## config.mk

```make
export PLATFORM = sky130hd
export DESIGN_NAME = div_const_pipe
export DESIGN_NICKNAME = d
export VERILOG_FILES = /design/src/rtl/div_const_pipe_pkg.sv /design/src/rtl/div_const_chunk.sv /design/src/rtl/div_const_pipe.sv
export SDC_FILE = /design/constraint.sdc
export NUM_CORES = 1
export LEC_CHECK = 0
export CAP_MARGIN = 20
export CORE_AREA = 4 4 89 91
export CTS_CLUSTER_SIZE = 16
export DETAILED_ROUTE_END_ITERATION = 8
export DIE_AREA = 0 0 93 95
export DONT_BUFFER_PORTS = 1
export PLACE_DENSITY = 0.69
export RECOVER_POWER = 25
export SLEW_MARGIN = 20
export SYNTH_ARGS = -nofsm -noshare
export SYNTH_HDL_FRONTEND = slang
export SYNTH_SLANG_ARGS = --single-unit
```

## constraint.sdc

```tcl
create_clock -name clk -period 5 [get_ports clk]
set_input_delay 1 -clock clk [delete_from_list [all_inputs] [get_ports clk]]
set_output_delay 1 -clock clk [all_outputs]
set_load 0.1 [all_outputs]
```

## src/rtl/div_const_pipe_pkg.sv

```systemverilog
// Shared helpers for the constant-divisor pipeline: width derivation and parameter legality.
package div_const_pkg;

    // Chunks at or below this width use a ROM instead of a divider.
    localparam int unsigned ROM_MAX_CW = 6;

    function automatic int unsigned clog2(input int unsigned v);
        int unsigned r;
        r = 0;
        while ((64'(1) << r) < 64'(v)) begin
            r++;
        end
        return r;
    endfunction

    function automatic int unsigned qw_f(input int unsigned width, input int unsigned divisor);
        return width - (clog2(divisor + 1) - 1);
    endfunction

    function automatic int unsigned rw_f(input int unsigned divisor);
        return clog2(divisor);
    endfunction

    function automatic bit params_ok(input int unsigned width, input int unsigned divisor,
                                     input int unsigned stages);
        return (width >= 2) && (divisor >= 2) && (stages >= 1) && ((width % stages) == 0);
    endfunction

endpackage

```

## src/rtl/div_const_chunk.sv

```systemverilog
// One long-division step: {r_in, c} / DIVISOR, split into quotient chunk and new remainder.
module div_const_chunk
    import div_const_pkg::*;
#(
    parameter int unsigned CW      = 8,
    parameter int unsigned DIVISOR = 3,
    localparam int unsigned RW     = rw_f(DIVISOR)
) (
    input  logic [RW-1:0] r_in,
    input  logic [CW-1:0] c,
    output logic [CW-1:0] q_chunk,
    output logic [RW-1:0] r_out
);

    localparam int unsigned AW = RW + CW;

    if (CW <= ROM_MAX_CW) begin : g_rom
        logic [CW-1:0] w_rom_q [2**AW];
        logic [RW-1:0] w_rom_r [2**AW];

        // Entries with r_in >= DIVISOR are unreachable; their truncation is harmless.
        for (genvar a = 0; a < 2**AW; a++) begin : g_ent
            assign w_rom_q[a] = CW'(a / DIVISOR);
            assign w_rom_r[a] = RW'(a % DIVISOR);
        end

        assign q_chunk = w_rom_q[{r_in, c}];
        assign r_out   = w_rom_r[{r_in, c}];
    end else begin : g_arith
        logic [AW-1:0] w_t;

        assign w_t     = {r_in, c};
        assign q_chunk = CW'(w_t / AW'(DIVISOR));
        assign r_out   = RW'(w_t % AW'(DIVISOR));
    end

endmodule

```

## src/rtl/div_const_pipe.sv

```systemverilog
// Pipelined unsigned divide-by-constant with valid/ready flow control, flush and remainder.
module div_const_pipe
    import div_const_pkg::*;
#(
    parameter int unsigned WIDTH   = 16,
    parameter int unsigned DIVISOR = 3,
    parameter int unsigned STAGES  = 2,
    localparam int unsigned CW     = WIDTH / STAGES,
    localparam int unsigned QW     = qw_f(WIDTH, DIVISOR),
    localparam int unsigned RW     = rw_f(DIVISOR)
) (
    input  logic             clk,
    input  logic             rst,
    input  logic             flush,
    input  logic             in_valid,
    output logic             in_ready,
    input  logic [WIDTH-1:0] in_x,
    output logic             out_valid,
    input  logic             out_ready,
    output logic [QW-1:0]    out_q,
    output logic [RW-1:0]    out_r
);

    if (!params_ok(WIDTH, DIVISOR, STAGES)) begin : g_bad_params
        $error("div_const_pipe: illegal WIDTH/DIVISOR/STAGES combination");
    end

    // Each slot word holds {unprocessed dividend bits, quotient bits so far}, shifting left.
    logic [STAGES-1:0] r_valid;
    logic [WIDTH-1:0]  r_data [STAGES];
    logic [RW-1:0]     r_rem  [STAGES];

    logic [WIDTH-1:0]  w_src_data [STAGES];
    logic [RW-1:0]     w_src_rem  [STAGES];
    logic [WIDTH-1:0]  w_nxt_data [STAGES];
    logic [RW-1:0]     w_nxt_rem  [STAGES];
    logic [CW-1:0]     w_qc       [STAGES];
    logic [STAGES-1:0] w_adv;
    logic [STAGES-1:0] w_load;

    for (genvar s = 0; s < STAGES; s++) begin : g_stage
        if (s == 0) begin : g_first
            assign w_src_data[s] = in_x;
            assign w_src_rem[s]  = '0;
        end else begin : g_rest
            assign w_src_data[s] = r_data[s-1];
            assign w_src_rem[s]  = r_rem[s-1];
        end

        div_const_chunk #(
            .CW      (CW),
            .DIVISOR (DIVISOR)
        ) u_chunk (
            .r_in    (w_src_rem[s]),
            .c       (w_src_data[s][WIDTH-1 -: CW]),
            .q_chunk (w_qc[s]),
            .r_out   (w_nxt_rem[s])
        );

        assign w_nxt_data[s] = (w_src_data[s] << CW) | WIDTH'(w_qc[s]);
    end

    // Ready ripples upstream from the output so bubbles compress.
    always_comb begin
        logic l_adv;
        w_adv         = '0;
        l_adv         = r_valid[STAGES-1] & out_ready;
        w_adv[STAGES-1] = l_adv;
        for (int s = int'(STAGES) - 2; s >= 0; s--) begin
            l_adv    = r_valid[s] & (~r_valid[s+1] | l_adv);
            w_adv[s] = l_adv;
        end
    end

    assign in_ready = ~flush & (~r_valid[0] | w_adv[0]);

    always_comb begin
        w_load    = '0;
        w_load[0] = in_valid & in_ready;
        for (int s = 1; s < int'(STAGES); s++) begin
            w_load[s] = w_adv[s-1];
        end
    end

    always_ff @(posedge clk or posedge rst) begin
        if (rst) begin
            r_valid <= '0;
            for (int s = 0; s < int'(STAGES); s++) begin
                r_data[s] <= '0;
                r_rem[s]  <= '0;
            end
        end else if (flush) begin
            r_valid <= '0;
        end else begin
            for (int s = 0; s < int'(STAGES); s++) begin
                if (w_load[s]) begin
                    r_valid[s] <= 1'b1;
                    r_data[s]  <= w_nxt_data[s];
                    r_rem[s]   <= w_nxt_rem[s];
                end else if (w_adv[s]) begin
                    r_valid[s] <= 1'b0;
                end
            end
        end
    end

    assign out_valid = r_valid[STAGES-1];
    assign out_q     = r_data[STAGES-1][QW-1:0];
    assign out_r     = r_rem[STAGES-1];

endmodule

```

==> results.md <==
- XOR/XNOR share of the synthesized area: 0.0325
- Worst clock skew: 0.00946 ns
- Number of diodes added for antenna fixing: 0
- Worst Setup Slack post-DPL: 0.404 ns
- Worst hold path type: flop to flop
- Met3 wire length: about 370 um
- Startpoint type of the worst setup path: flop
- Length of routed met2 wiring: ~3.1 mm
- Arrival @ worst endpoint: 4.72 ns
- CTS root buf: sky130_fd_sc_hd__clkbuf_8
- Top sig layer: met4
- Number of instances resized during post-cts repair: 0
- 1st-pass router iterations: 4
- Max Slew Vio Count: 29
- Mean routed wirelength per cell: 14.9 um
- Core occupancy in the finished layout: 0.443
- Number of DRC markers after the initial detailed-route iteration: 225
- TritonCTS clock tree: done
- Total GRT Usage: 0.158
- Final sum of negative setup slack: 0 ns
- Synth Register Bits: 36
- P_leak: around 1.3 nW
- Number of enable-type register cells in the synthesized netlist: 0
- Complex-gate fraction of the synthesized area: 0.270
- Data required time of the critical path: 5.18 ns
- CTS sink cnt: 36
- Family with the most delay on the worst path: simple AND/OR/NAND/NOR gates
- Die footprint: 0.00884 mm2
- Number of endpoints failing setup at the final stage: 0
- Critical path cell sequence: or4b_4 -> mux2i_4 -> o22a_2 -> or2_1 -> xnor2_2 -> a31oi_1 -> o21ai_0 -> ha_1 -> inv_1 -> o311ai_1 -> or4_1 -> and2_1 -> ha_1 -> inv_1 -> o31a_1 -> nand2b_1 -> a221o_1
- Clock-pin slew of the registers on the worst-case setup and hold paths: roughly 0.080 ns
- Fraction of synthesized area in multiplexers: 0.0590
- Min setup slack post-route: around 0.47 ns
- Violations in the final reports: capacitance limit, slew limit
- Port Buffers: 0
- Maximum VDD drop: 0.129 mV
- Mean instance size in the synthesized netlist: 8.52 um2
- Area of the core region: 0.00714 mm2
- Max-Slew Margin vs Limit: -0.0403
- Final hold violation count: 0
- Total number of nets in the final design: 363
- Post-synth ARST share: 1.00
- Sequential-to-total area share from yosys stat: 0.285
- Fraction of the mapped netlist area in adder cells: 0.0158
- Placer's final routability congestion estimate: 0.849
- Number of nets produced by synthesis: roughly 400
- R2R Path Start: r_data[29]
- Ratio of total power to cell area: 507 mW/mm2
- Ys Warns: 0
- Main synth FF type: sky130_fd_sc_hd__dfrtp_1
- Max H-tree Level: 2
- Synth cell types: 78
- Top Ports: 40
- M1 WL: about 2.9 mm
- Clock Tree Buf Depth: 2
- Hold buffer count at CTS: 0
- Wire length of the first global-routing pass: between 10 and 15 mm
- Number of antenna violations at the first check in global routing: 0
- Vias: approximately 2600
- Vias in the first global route: 2418
- Worst slew pin tran: 1.56 ns
- Source-to-sink clock delay at the later pin of the worst-skew pair: 0.30 ns
- Area growth syn-to-layout: 0.158%
- Rows: 31
- Highest attainable clock frequency: ~220 MHz
- Number of fill cells: ~730
- Combinational family with the most area after synthesis: compound AO/OA/AOI/OAI gates
- Unrepaired setup endpoints after global routing: false
- Area used by multi-input combinational logic: around 0.0019 mm2
- Launching element of the worst setup path: r_data[29]
- Largest net degree at the start of global routing: 29
- Total standard cell area after synthesis: 0.00316 mm2
- Total power consumption of the routed design: 1.60 mW
- Longest individual stage delay on the worst path: roughly 0.65 ns
- Final critical-path share of the clock period: 0.907
- Overall overflow remaining after global route: 0
- Largest fanout of any net on the critical path: 21
- Die Span Y: roughly 95 um
- Initial Util: 0.443
- Width of the chip: 93 um
- Run status: finished with violations
- Critical path buffers and inverters: 2
- Count of maximum capacitance violations: 1
- Inserted Clock Buffers: 5
- Final Routed Wirelength: 6.54 mm
- Gate Count Post-Synth: 371
- Via/cell ratio: 5.87
- Final worst path period need: between 4 and 5 ns
- Worst-path cell with the longest stage delay: sky130_fd_sc_hd__or4b_4
- Sequential cell area: 901 um2
- Crit path capture type: flop
- Ratio of cells with drive above 1 in the final layout: 0.142
- Path type of the worst setup path: flop to flop
- Synth Area in Simple Gates: 0.234
- Half-perimeter wire length after placement: roughly 4.6 mm
- Hold Crit Start: r_data[16]
- Post-CTS Setup Inserts: 0
- Number of DRC violations after detailed routing: 0
- Count of antenna-violating nets left after detailed routing: 0
-- area by class of cell --
cell class	instances	share of cell area
timing repair buffer	6	0.0130
tap	99	0.0391
clock buffer	5	0.0217
multi-input combinational	276	0.611
clock inverter	3	0.0146
sequential	36	0.285
inverter	13	0.0154
-- registers in the layout (all words and copies together), names as in the netlist --
name and cells:
r_valid 2, r_data 15, r_rem 2, out_r 2, out_q 15
-- metal layers --
layer | vias to the layer above | global-route usage
li1 | 1282 | -
met1 | 1210 | 0.195
met2 | 73 | 0.273
met3 | 7 | 0.0375
met4 | 0 | 0.0452
met5 | - | 0
-- through the flow --
step	std cells	area, um2	hold WS [ns]
detailed placement	430	3050	0.452
CTS	438	3170	0.473
global route	438	3160	0.491
floorplan	371	3160	0.433
global placement	430	3050	0.446
finish	438	3160	0.466
-- worst paths after layout --
check | end | slack, ns | depth (start not counted)
setup / recovery | out_r[0] | 0.47 | 17
setup reg to reg | out_r[0] | 0.47 | 17
hold / removal | out_q[8] | 0.47 | 2
max in group asynchronous | r_data[31] | 2.72 | 2
hold reg to reg | out_q[8] | 0.47 | 2
min in group asynchronous | r_data[24] | 0.53 | 1
-- tightest hold or removal path, stage by stage (launching register included) --
cell	delay (ns)
sky130_fd_sc_hd__dfrtp_1	0.35
sky130_fd_sc_hd__nand2_1	0.05
sky130_fd_sc_hd__nand2_1	0.05
-- cell usage in the layout, fill, tap and decap left out, drive strengths merged, types with 5 or more instances in the layout --
cell type | Yosys | layout
a31oi | 5 | 5
nand2 | 49 | 49
nand3 | 9 | 9
nor3b | 9 | 9
xnor2 | 7 | 7
dfrtp | 36 | 36
nand2b | 5 | 5
inv | 12 | 13
a21oi | 21 | 21
a221oi | 5 | 5
mux2 | 11 | 11
o21ai | 29 | 29
mux2i | 5 | 5
buf | 33 | 5
o31ai | 5 | 5
nor2b | 9 | 9
nor2 | 17 | 17
clkbuf | 13 | 6
o211ai | 5 | 5
-- power by group --
| group | switching, mW | internal (mW) | total (mW) |
|---|---|---|---|
| Clock | 0.117 | 0.150 | 0.268 |
| Sequential | 0.446 | 0.355 | 0.801 |
| Combinational | 0.302 | 0.234 | 0.535 |
-- cells in the mapped netlist (3+ instances only) --
cell,number,area (um2)
sky130_fd_sc_hd__nand2_1,49,184
sky130_fd_sc_hd__nand3_1,9,45.0
sky130_fd_sc_hd__nand2b_1,5,31.3
sky130_fd_sc_hd__and3b_1,4,35.0
sky130_fd_sc_hd__a22oi_1,3,22.5
sky130_fd_sc_hd__buf_2,9,45.0
sky130_fd_sc_hd__or3b_2,3,26.3
sky130_fd_sc_hd__o2111ai_1,3,26.3
sky130_fd_sc_hd__and3_1,3,18.8
sky130_fd_sc_hd__nor3b_1,8,60.1
sky130_fd_sc_hd__mux2_2,11,124
sky130_fd_sc_hd__mux2i_1,4,40.0
sky130_fd_sc_hd__dfrtp_1,36,901
sky130_fd_sc_hd__nor3_1,3,15.0
sky130_fd_sc_hd__a221oi_1,3,26.3
sky130_fd_sc_hd__a2111oi_4,3,82.6
sky130_fd_sc_hd__o211ai_1,4,30.0
sky130_fd_sc_hd__o21ai_0,25,125
sky130_fd_sc_hd__nor2b_1,9,56.3
sky130_fd_sc_hd__o21ai_1,4,20.0
sky130_fd_sc_hd__or3_1,4,25.0
sky130_fd_sc_hd__o22ai_1,4,25.0
sky130_fd_sc_hd__o21bai_1,3,22.5
sky130_fd_sc_hd__clkbuf_1,12,45.0
sky130_fd_sc_hd__buf_4,21,158
sky130_fd_sc_hd__nor2_1,16,60.1
sky130_fd_sc_hd__ha_1,4,50.1
sky130_fd_sc_hd__o31ai_1,5,37.5
sky130_fd_sc_hd__a21oi_1,21,105
sky130_fd_sc_hd__nand3b_1,4,30.0
sky130_fd_sc_hd__nor4_1,3,18.8
sky130_fd_sc_hd__a31oi_1,5,31.3
sky130_fd_sc_hd__inv_1,12,45.0
sky130_fd_sc_hd__a21o_1,4,30.0
sky130_fd_sc_hd__xnor2_1,6,52.6
-- cell families (layout without fill, tap and decap cells) --
kind of cell	after synthesis	count (layout)
simple gates	134	134
compound gates	112	112
buf+inv	59	27
flops	36	36
mux	16	16
xor+xnor	10	10
fa+ha+maj	4	4
No activity file was read; power rests on OpenSTA's default activity.
